File: config.mk
export PLATFORM = sky130hd
export DESIGN_NAME = ha_array_sum_pipe
export DESIGN_NICKNAME = d
export VERILOG_FILES = /design/src/rtl/ha_array_sum_pipe.sv
export SDC_FILE = /design/constraint.sdc
export NUM_CORES = 1
export LEC_CHECK = 0
export BUFFER_PORTS_ARGS = -buffer_cell sky130_fd_sc_hd__buf_2
export CELL_PAD_IN_SITES_DETAIL_PLACEMENT = 0
export CELL_PAD_IN_SITES_GLOBAL_PLACEMENT = 2
export CORE_MARGIN = 2
export CORE_UTILIZATION = 34
export CTS_CLUSTER_DIAMETER = 100
export CTS_CLUSTER_SIZE = 16
export DETAILED_ROUTE_END_ITERATION = 12
export GPL_TIMING_DRIVEN = 0
export PLACE_DENSITY_LB_ADDON = 0.25
export SLEW_MARGIN = 40
export SYNTH_ARGS = -nofsm -noshare
export SYNTH_HDL_FRONTEND = slang
export SYNTH_SLANG_ARGS = --single-unit
export TNS_END_PERCENT = 20
File: constraint.sdc
create_clock -name clk -period 2.9 [get_ports clk]
set_input_delay 0.145 -clock clk [delete_from_list [all_inputs] [get_ports clk]]
set_output_delay 0.145 -clock clk [all_outputs]
set_load 0.02 [all_outputs]
File: src/rtl/ha_array_sum_pipe.sv
// ha_array_sum_pipe
//   Final-addition stage behind the unsigned 8x8 approximate multiplier's
//   half-adder array. It takes the four array rows (bottom/carry vector b,
//   top/sum vector t) and forms the weighted sum, which is the approximate
//   product. The sum is built in a three-register pipeline with a valid/ready
//   handshake on both sides and a counter of products taken downstream.
//
//   Row weighting: R_i = (t_i << 2i) + (b_i << (2i+2)),
//                  product = R_0 + R_1 + R_2 + R_3  (max 86615, 17 bits).
//
// Ports
//   clk, rst_n              clock, asynchronous active-low reset
//   in_valid / in_ready     upstream handshake for the array rows
//   ha_array_{0..3}_b [6:0] row bottom (carry) vectors
//   ha_array_{0..3}_t [8:0] row top (sum) vectors
//   clr                     synchronous clear of prod_cnt
//   out_valid / out_ready   downstream handshake for product
//   product  [OUT_W-1:0]    weighted sum
//   prod_cnt [CNT_W-1:0]    products accepted downstream (wraps)
module ha_array_sum_pipe #(
  parameter int CNT_W = 16,
  parameter int OUT_W = 17   // only 17 is supported
) (
  input  logic             clk,
  input  logic             rst_n,
  input  logic             in_valid,
  output logic             in_ready,
  input  logic [6:0]       ha_array_0_b,
  input  logic [8:0]       ha_array_0_t,
  input  logic [6:0]       ha_array_1_b,
  input  logic [8:0]       ha_array_1_t,
  input  logic [6:0]       ha_array_2_b,
  input  logic [8:0]       ha_array_2_t,
  input  logic [6:0]       ha_array_3_b,
  input  logic [8:0]       ha_array_3_t,
  input  logic             clr,
  output logic             out_valid,
  input  logic             out_ready,
  output logic [OUT_W-1:0] product,
  output logic [CNT_W-1:0] prod_cnt
);

  // Stage 1: raw array rows
  logic       v1;
  logic [6:0] s1_b0, s1_b1, s1_b2, s1_b3;
  logic [8:0] s1_t0, s1_t1, s1_t2, s1_t3;

  // Stage 2: partial sums of the lower and upper row pairs
  logic             v2;
  logic [12:0]      s2_p01;
  logic [OUT_W-1:0] s2_p23;

  // Stage 3: final product
  logic             v3;
  logic [OUT_W-1:0] s3_prod;

  // Load enables chain back from the output so that any empty stage can be
  // filled even while the output is stalled (bubble collapse).
  logic ld1, ld2, ld3;
  assign ld3      = !v3 || out_ready;
  assign ld2      = !v2 || ld3;
  assign ld1      = !v1 || ld2;
  assign in_ready = ld1;

  // Row values, zero-extended to the width of the partial sum they feed.
  logic [12:0]      r0, r1, p01;
  logic [OUT_W-1:0] r2, r3, p23, sum;

  always_comb begin
    // NOTE: combinational logic uses blocking '=', every clocked register
    // below uses non-blocking '<=' so all stages update from pre-edge values.
    r0  = {4'b0, s1_t0}       + {4'b0, s1_b0, 2'b00};
    r1  = {2'b0, s1_t1, 2'b0} + {2'b0, s1_b1, 4'b0};
    r2  = {4'b0, s1_t2, 4'b0} + {4'b0, s1_b2, 6'b0};
    r3  = {2'b0, s1_t3, 6'b0} + {2'b0, s1_b3, 8'b0};
    p01 = r0 + r1;
    p23 = r2 + r3;
    sum = {4'b0, s2_p01} + s2_p23;
  end

  // NOTE: data registers are reset too (not only the valids) because product
  // must read 0 during and right after reset and never expose X.
  always_ff @(posedge clk or negedge rst_n) begin
    if (!rst_n) begin
      v1    <= 1'b0;
      s1_b0 <= '0; s1_b1 <= '0; s1_b2 <= '0; s1_b3 <= '0;
      s1_t0 <= '0; s1_t1 <= '0; s1_t2 <= '0; s1_t3 <= '0;
    end else if (ld1) begin
      v1 <= in_valid;
      // Data is only captured on a real transfer, so undriven inputs while
      // in_valid is low never reach the pipeline.
      if (in_valid) begin
        s1_b0 <= ha_array_0_b; s1_t0 <= ha_array_0_t;
        s1_b1 <= ha_array_1_b; s1_t1 <= ha_array_1_t;
        s1_b2 <= ha_array_2_b; s1_t2 <= ha_array_2_t;
        s1_b3 <= ha_array_3_b; s1_t3 <= ha_array_3_t;
      end
    end
  end

  always_ff @(posedge clk or negedge rst_n) begin
    if (!rst_n) begin
      v2     <= 1'b0;
      s2_p01 <= '0;
      s2_p23 <= '0;
    end else if (ld2) begin
      v2 <= v1;
      if (v1) begin
        s2_p01 <= p01;
        s2_p23 <= p23;
      end
    end
  end

  always_ff @(posedge clk or negedge rst_n) begin
    if (!rst_n) begin
      v3      <= 1'b0;
      s3_prod <= '0;
    end else if (ld3) begin
      v3 <= v2;
      if (v2) s3_prod <= sum;
    end
  end

  assign out_valid = v3;
  assign product   = s3_prod;

  // Accepted-product counter; clr wins over a same-cycle transfer.
  always_ff @(posedge clk or negedge rst_n) begin
    if (!rst_n) begin
      prod_cnt <= '0;
    end else if (clr) begin
      prod_cnt <= '0;
    end else if (v3 && out_ready) begin
      prod_cnt <= prod_cnt + CNT_W'(1);
    end
  end

endmodule

==> results, run 1 <==
- The worst hold path terminates at prod_cnt[1].
- The TritonCTS sink count is 126.
- The synthesized netlist devotes 15.2% of its cell area to adder and majority cells.
- The detailed-routing iteration count for the pre-antenna-repair pass is 5.
- After layout, the worst setup slack is -18.4 ps.
- The maximum clock path buffer count is 2.
- The initial utilization of the core area, before any placement, comes to 34.7%.
- The clock latency reported for the late side of the worst-skew pair is 420 ps.
- Sorting the synthesized cells by how often they occur yields 126 x sky130_fd_sc_hd__dfrtp_1, 74 x sky130_fd_sc_hd__mux2_2, 73 x sky130_fd_sc_hd__inv_1.
- The peak fanout along the critical path is 3.
- After clock tree synthesis, the clock-pin slew on the worst setup and hold paths is 60 ps.
- The flow ran to the end, but the final reports show violations.
- The die is 145 um wide.
- The number of distinct library cells after synthesis is 42.
- Including well taps, the total number of placed cells is 972.
- In this run the standard cell core region covers 19500 um^2.
- The antenna cell count is 0.
- The launch instance of the worst register-to-register path is s1_b2[2].
- With fillers left out, the area of the finished cells amounts to 9120 um^2.
- The dominant combinational cell family by area after synthesis is adder cells.
- The finished layout holds 1076 standard cells, fillers aside.
- Dividing the detail-routed via count by the number of cells gives 4.52.
- The design draws 8.61 mW.
- The floorplan row count is 51.
- The data arrival at the endpoint of the critical path is 3200 ps.
- The required time at the worst-slack endpoint is 3180 ps.
- The synthesized design spends more area on one cell type than any other, namely sky130_fd_sc_hd__dfrtp_1.
- After filler insertion, the fill cell instance count of the layout stands at 1879.
- The fmax is 343 MHz.
- The setup violation total in the final timing report is 1.
- The count of endpoints failing hold in the final timing report was 0.
- The number of antenna violations at the first check in global routing is 0.
- The max-slew violation count is 0.
- The remaining antenna violation count after routing is 0.
- The startpoint of the most critical hold path is clr.
- In this run, synthesis inferred 0 flip-flops with an integrated enable.
- The global placer's final weighted congestion is 0.760.
- The actual slew at the worst max-slew pin is 475 ps.
- The worst register-to-register path ends at s2_p23[14].
- The synthesized netlist devotes 3.62% of its cell area to XOR and XNOR gates.
- The worst setup path is launched from a flop.
- The count of nets after finishing is 932.
- The area growth from synthesis to layout is 34.6%.
- Entering global routing, the biggest net connects 70 pins.
- The detailed placement HPWL is 11100 um.
- The worst-case reg-to-reg path depth is 11.
- The class of the tightest hold or removal check is input port to flop.
- The Yosys warning count is 0.
- The async set-reset flop share out of synthesis is 100%.
- The mux cell area share after synthesis is 12.7%.
- The die is 145 um tall.
- The count of H-tree levels built during CTS is 4.
- The analysis attributes to cell leakage a power of 4.30 nW.
- The routed layout has 4865 vias.
- The worst hold path passes through 2 cells.
- In the finished design, the share of the clock period the worst path needs comes to 101%.
- In this run the register-to-register setup slack is -20 ps.
- The mean post-synth cell area is 11.2 um^2.
- Between clock sinks in the finished design, the worst skew comes to 12.2 ps.
- The normalized max-slew margin is 68.2%.
- The share of the yosys chip area belonging to registers is 46.6%.
- Dividing the detail-routed wire length by the instance count gives 13.6 um.
- sky130_fd_sc_hd__dfrtp_1 is the most common cell in the netlist.
- The floorplan step defined a die boundary enclosing 21100 um^2.
- The total global routing overflow is 0.
- TritonCTS built the clock tree.
- The final core area utilization is 46.7%.
- The number of clock buffers inserted by TritonCTS is 17.
- The synthesized-area fraction occupied by and/or/nand/nor cells is 8.85%.
- The first routing iteration left 119 violations.
- Global routing used 14.5% of the available tracks across all layers.
- The proportion of layout cells with a drive suffix above 1 is 30.7%.
- The fraction of the mapped netlist area in compound gates is 7.71%.
- The checks that failed: setup timing.
- The worst-case IR drop observed on VDD is 497 uV.
- By area the synthesized netlist is led by sky130_fd_sc_hd__dfrtp_1 47%, sky130_fd_sc_hd__mux2_2 12%, sky130_fd_sc_hd__fa_1 8.6%, sky130_fd_sc_hd__ha_1 6.7%, sky130_fd_sc_hd__inv_1 4.0%.
- Setup repair after global routing could not meet its margin everywhere.
- The number of global-route vias before repair is 5129.
- The first-pass GRT wire length is 24700 um.
- For this run, design rule violations remaining after detail routing come to 0.
- The portion of synthesized cell area occupied by the leading cell type is 46.6%.
- The endpoint type of the worst setup path is a flop.
- The time the worst path needs with I/O delays and setup is 2920 ps.
- The routed wire length is 14600 um.
- During placement, the flow inserted port buffers numbering 102.
- The netlist area before placement is 6770 um^2.
- The most used flip-flop cell after synthesis is sky130_fd_sc_hd__dfrtp_1.
- For this design the top-level I/O count stands at 104.
- The power density over the cells is 945 nW/um^2.
- The count of maximum capacitance violations is 0.
- Counting every net in the synthesized netlist gives 738.
- Synthesis handed over a netlist of 604 instances.
- By startpoint and endpoint, the worst setup path is classified as flop to flop.
- Adding up every negative setup slack in the final design gives -18.4 ps.
- The flop and latch count out of synthesis is 126.
- Summing all placed instances gives a cell area of 7660 um^2.
- The cell at the root of the clock tree is sky130_fd_sc_hd__clkbuf_16.
-- per-layer routing --
metal | track usage (%) | wire (um)
met1 | 19.2 | 7100
met4 | 4.12 | 162
met2 | 23.9 | 6880
met5 | 0 | 0
met3 | 3.55 | 501
-- cell families (layout without fill, tap and decap cells) --
kind of cell	count (synthesis)	count (layout)
AOI/OAI and AO/OA	88	88
xor gates and xnor gates	28	28
adders and majority gates	65	65
buffers and inverters	93	300
DFF	126	126
muxes	77	77
and+or+nand+nor	127	127
-- stage by stage --
step	hold WS [ps]	setup slack [ps]
floorplan	-151	13.1
global placement	356	-216
detailed placement	106	-223
CTS	38.5	-64.5
global route	71.3	-155
finish	44.1	-18.4
-- worst max-delay path: stages (launching register included) --
cell                        delay, ps
sky130_fd_sc_hd__dfrtp_1          350
sky130_fd_sc_hd__inv_2             40
sky130_fd_sc_hd__fa_1             530
sky130_fd_sc_hd__inv_1             50
sky130_fd_sc_hd__fa_1             490
sky130_fd_sc_hd__ha_4             200
sky130_fd_sc_hd__fa_2             420
sky130_fd_sc_hd__a21oi_4          150
sky130_fd_sc_hd__a2bb2oi_2        200
sky130_fd_sc_hd__nand2b_1          90
sky130_fd_sc_hd__a211oi_2         180
sky130_fd_sc_hd__o31ai_1           80
-- area by class of cell --
| class | instances | area [um^2] | area share (%) |
|---|---|---|---|
| buffer | 20 | 83.8 | 0.919 |
| clock inverter | 12 | 183 | 2.00 |
| tap | 265 | 332 | 3.64 |
| clock buffer | 20 | 457 | 5.01 |
| inverter | 73 | 274 | 3.01 |
| multi-input combinational | 385 | 3380 | 37.1 |
| timing repair buffer | 175 | 1250 | 13.8 |
| sequential | 126 | 3150 | 34.6 |
-- worst max-delay path by stage --
stage	start	endpoint	slack, ps	cells after the start
floorplan	s1_b2[2]	s2_p23[14]	10	11
global placement	s1_b2[2]	s2_p23[14]	-220	11
detailed placement	s1_b2[2]	s2_p23[14]	-220	11
CTS	s1_b0[3]	s2_p01[11]	-60	10
global route	s1_b2[3]	s2_p23[15]	-150	10
finish	s1_b2[2]	s2_p23[14]	-20	11
-- power by group --
group          internal [mW]  leakage [nW]  switching, mW  total, mW
Combinational           1.79          2.49           2.08       3.87
Sequential              2.18          1.52          0.273       2.46
Clock                   1.49         0.292          0.800       2.29
Total                   5.46          4.30           3.16       8.61
-- registers in the layout, indices dropped and copies added, names as in the netlist --
register   cells
product       17
prod_cnt      16
s2_p01        13
s2_p23        13
s1_t0          9
s1_t1          9
s1_t2          9
s1_t3          9
s1_b0          7
s1_b1          7
s1_b2          7
s1_b3          7
out_valid      1
v1             1
v2             1
-- what timing repair did --
action                                  in CTS  in global routing
pin swaps                                    5                 23
endpoints found under the setup margin       9                 10
hold buffers                                66                  0
setup buffers                                3                  3
gates resized for setup                     11                 24
hold endpoints to repair                   122                  0
-- placed cells by master (no fill, tap or decap), drive strengths merged, types with 2 or more instances in the layout --
cell type	Yosys	layout
dfrtp	126	126
buf	8	117
inv	73	75
mux2	74	74
dlygate4sd3	0	66
nand2	54	54
ha	36	36
o21ai	33	33
clkbuf	12	32
fa	29	29
nor2	26	26
a21oi	24	24
xor2	16	16
xnor2	12	12
nand3	8	8
nor3	8	8
nand2b	8	8
a21o	6	6
clkinvlp	0	6
o31ai	6	6
o211ai	5	5
a211oi	5	5
nand4	4	4
bufinv	0	4
and4	4	4
o21a	3	3
and3	3	3
mux2i	3	3
or3	3	3
and2	3	3
nor2b	2	2
Note: power is estimated with default switching activity, not from simulation.
==> run 2: changes to the inputs <==
Clock period 2.9 ns to 2.45 ns, I/O delays scaled along.
==> run 2 against run 1 <==
  * The flow still finishes with violations (setup timing)
  * Flip-flop and latch count stayed put
  * Final cell count grew 0.37%
  * Core utilization rose by 0.28 points
  * Critical path type unchanged
  * Critical path depth stayed put
  * Largest power group unchanged
  * Clock power grew 14%
==> results, run 2 (synthesis results as in run 1) <==
- The number of DRC violations after detailed-routing iteration 0 is 153.
- The number of input and output port buffers inserted is 102.
- The critical path is of the flop to flop type.
- Max-cap violations in this run came to 0.
- The floorplan step set the die height to 145 um.
- The fmax is 348 MHz.
- The routed design has 14600 um of wire.
- In the global route stage, overall resource usage came out at 14.8%.
- The number of inserted filler cells in the final layout is 1890.
- The leading cell type in the layout, fill and taps excluded is sky130_fd_sc_hd__dfrtp_1.
- The flip-flop count of the largest register after layout is 17.
- The global placer's final weighted congestion is 0.775.
- The pin count of the biggest net entering global routing is 72.
- Setup repair after global routing could not meet its margin everywhere.
- Per report_power, the combinational group accounts for 46.4% of the total.
- The area of the die is 21100 um^2.
- The vias per cell is 4.50.
- The internal portion of the total power is 6.46 mW.
- The final reports fail on setup timing.
- Along the worst path, the maximum fanout reaches 2.
- The max-slew violation count is 0.
- The per-cell routed wire length is 13.5 um.
- The setup slack of the critical path after layout is -426 ps.
- After routing the design area is 9170 um^2.
- In this run the count of I/O pins placed on the die edge is 104.
- The H-tree was split into 4 levels.
- After detailed routing, the number of remaining DRC violations is 0.
- For the pin with the worst max-slew slack, the measured transition is 480 ps.
- Once the floorplan was initialized, standard cells occupied 34.7% of the core.
- The smallest clock period supported by the final layout is computed as 2880 ps.
- Measured against its own limit, the worst slew margin works out to 67.9%.
- The capture point of the critical path is s2_p23[14].
- Of the total power, the share spent switching nets is 37.1%.
- The final clock period utilization by the worst path is 117%.
- Setup violations remaining at the end of the flow were counted as 14.
- From synthesis to final layout, the design area changed by 35.5%.
- The clock network is responsible for 25.4% of the overall power.
- The min-delay analysis places its worst path in the category input port to flop.
- The detailed placement HPWL is 11000 um.
- The flow ran to the end, but the final reports show violations.
- IR analysis of the VDD net gives a maximum drop of 580 uV.
- The tightest hold path in the finished design has a slack of 36.9 ps.
- 0 antenna diodes ended up in the layout.
- The pre-CTS setup slack is -569 ps.
- The required time at the worst-slack endpoint is 2760 ps.
- The count of endpoints failing hold in the final timing report came to 0.
- The routed layout has 4856 vias.
- For this design the static power due to leakage is 4.33 nW.
- The number of global-route vias before repair is 5115.
- The start point of the critical path is s1_b2[2].
- The endpoint type of the worst setup path is a flop.
- The kind of launch point of the worst setup path is a flop.
- The top cell types in the final layout, fill and taps aside, are 126 x sky130_fd_sc_hd__dfrtp_1, 108 x sky130_fd_sc_hd__buf_2, 74 x sky130_fd_sc_hd__mux2_2.
- The data arrival at the endpoint of the critical path is 3190 ps.
- The placed instances occupy a cell area of 7680 um^2.
- The proportion of layout cells with a drive suffix above 1 is 32.1%.
- The remaining antenna violation count after routing is 0.
- Traced cell by cell, the critical path runs through inv_2, fa_1, inv_1, fa_1, ha_4, fa_2, a21oi_4, a2bb2oi_2, buf_4, a21oi_4, o31ai_1.
- The register-to-register setup slack is -430 ps.
- At the later pin of the worst-skew pair, clock insertion delay measures 410 ps.
- The count of nets after finishing is 936.
- The total global routing overflow is 0.
- The number of antenna violations at the first check in global routing is 0.
- The floorplan step defined a core boundary enclosing 19500 um^2.
- The worst register-to-register path has a depth of 11.
- Dividing total power by cell area gives a power density of 1120 nW/um^2.
- The maximum clock path buffer count is 2.
- The standard cell with the maximum stage delay on the critical path is sky130_fd_sc_hd__fa_1.
- The delay of the slowest critical-path stage is 520 ps.
- The detailed-routing iteration count for the pre-antenna-repair pass is 4.
- Counting the buffers created by CTS gives 17.
- The analysis attributes to net switching a power of 3.81 mW.
- The tree built by TritonCTS fans out to 126 sinks.
- In this run the critical register-to-register path is captured at s2_p23[14].
- Measured along the x axis, the die boundary spans 145 um.
- The floorplan row count is 51.
- TritonCTS built the clock tree.
- Clock skew on the completed layout was measured at 7.89 ps.
- The first global-routing pass estimated 25200 um of wire.
- The root buffer cell chosen for the clock tree is sky130_fd_sc_hd__clkbuf_16.
- The worst register-to-register path begins at s1_b2[2].
- The sequential group share of total power is 28.3%.
- Clock-pin slew was measured on the worst setup and hold paths at 60 ps.
[run 2: changes by cell type in the layout (fill, tap and decap cells not counted), sizes merged]
| cell | delta |
|---|---|
| clkinv | +5 |
| buf | +4 |
| clkinvlp | -4 |
| bufinv | -1 |
[run 2: area by class of cell]
| type | instances | area (um^2) | share of cell area [%] |
|---|---|---|---|
| plain buffers | 20 | 83.8 | 0.914 |
| clock buffers | 20 | 457 | 4.98 |
| clock inverters | 12 | 159 | 1.73 |
| inverters | 73 | 274 | 2.99 |
| multi-input cells | 385 | 3430 | 37.4 |
| flip-flops and latches | 126 | 3150 | 34.4 |
| well taps | 265 | 332 | 3.61 |
| repair buffers | 179 | 1290 | 14.0 |
[run 2: layer usage]
metal,share of wire [%],global-route usage [%]
met1,50,20.4
met4,1.1,3.82
met3,3.6,3.46
met2,46,23.6
met5,0,0
[run 2: per-stage QoR]
| stage | util, % | TNS (ps) | total power, mW | cells |
|---|---|---|---|---|
| 2_1_floorplan | - | -2020 | 5.87 | 604 |
| 6_report | 47.0 | -3510 | 10.3 | 1080 |
| 5_1_grt | 47.0 | -5670 | 11.1 | 1080 |
| 4_1_cts | 46.6 | -3900 | 10.2 | 1079 |
| 3_3_place_gp | 39.1 | -56760 | 6.93 | 971 |
| 3_5_place_dp | 39.3 | -4920 | 7.01 | 972 |
[run 2: repair_timing]
action                                  in CTS  in global routing
resized for setup                           26                 14
endpoints found under the hold margin      120                  0
pin swaps                                   25                  7
gates cloned                                 0                  0
endpoints found under the setup margin      16                 16
buffers inserted                             9                  1
hold buffers                                66                  0
[run 2: power by group through the flow]
stage / sequential (mW) / clock (mW) / combinational, mW
6_report: 2.90 / 2.61 / 4.76
5_1_grt: 2.97 / 2.77 / 5.38
4_1_cts: 2.91 / 2.69 / 4.59
3_5_place_dp: 2.95 / 0 / 4.06
3_3_place_gp: 2.93 / 0 / 4.00
2_1_floorplan: 3.00 / 0 / 2.87
[run 2: critical path: cells and delay by family, from the launching register on]
| kind | cells | cell delay, ps |
|---|---|---|
| AOI/OAI and AO/OA | 4 | 610 |
| DFF | 1 | 360 |
| adders and majority gates | 4 | 1560 |
| buffers and inverters | 3 | 250 |
[run 2: worst min-delay path by stage]
stage	from	end	slack [ps]	cells after the start
after floorplan	rst_n	out_valid	-170	0
after global placement	in_valid	v1	330	2
after detailed placement	rst_n	s1_t0[7]	80	1
after CTS	clr	prod_cnt[2]	30	2
after global routing	out_ready	out_valid	60	3
final	clr	prod_cnt[2]	40	2
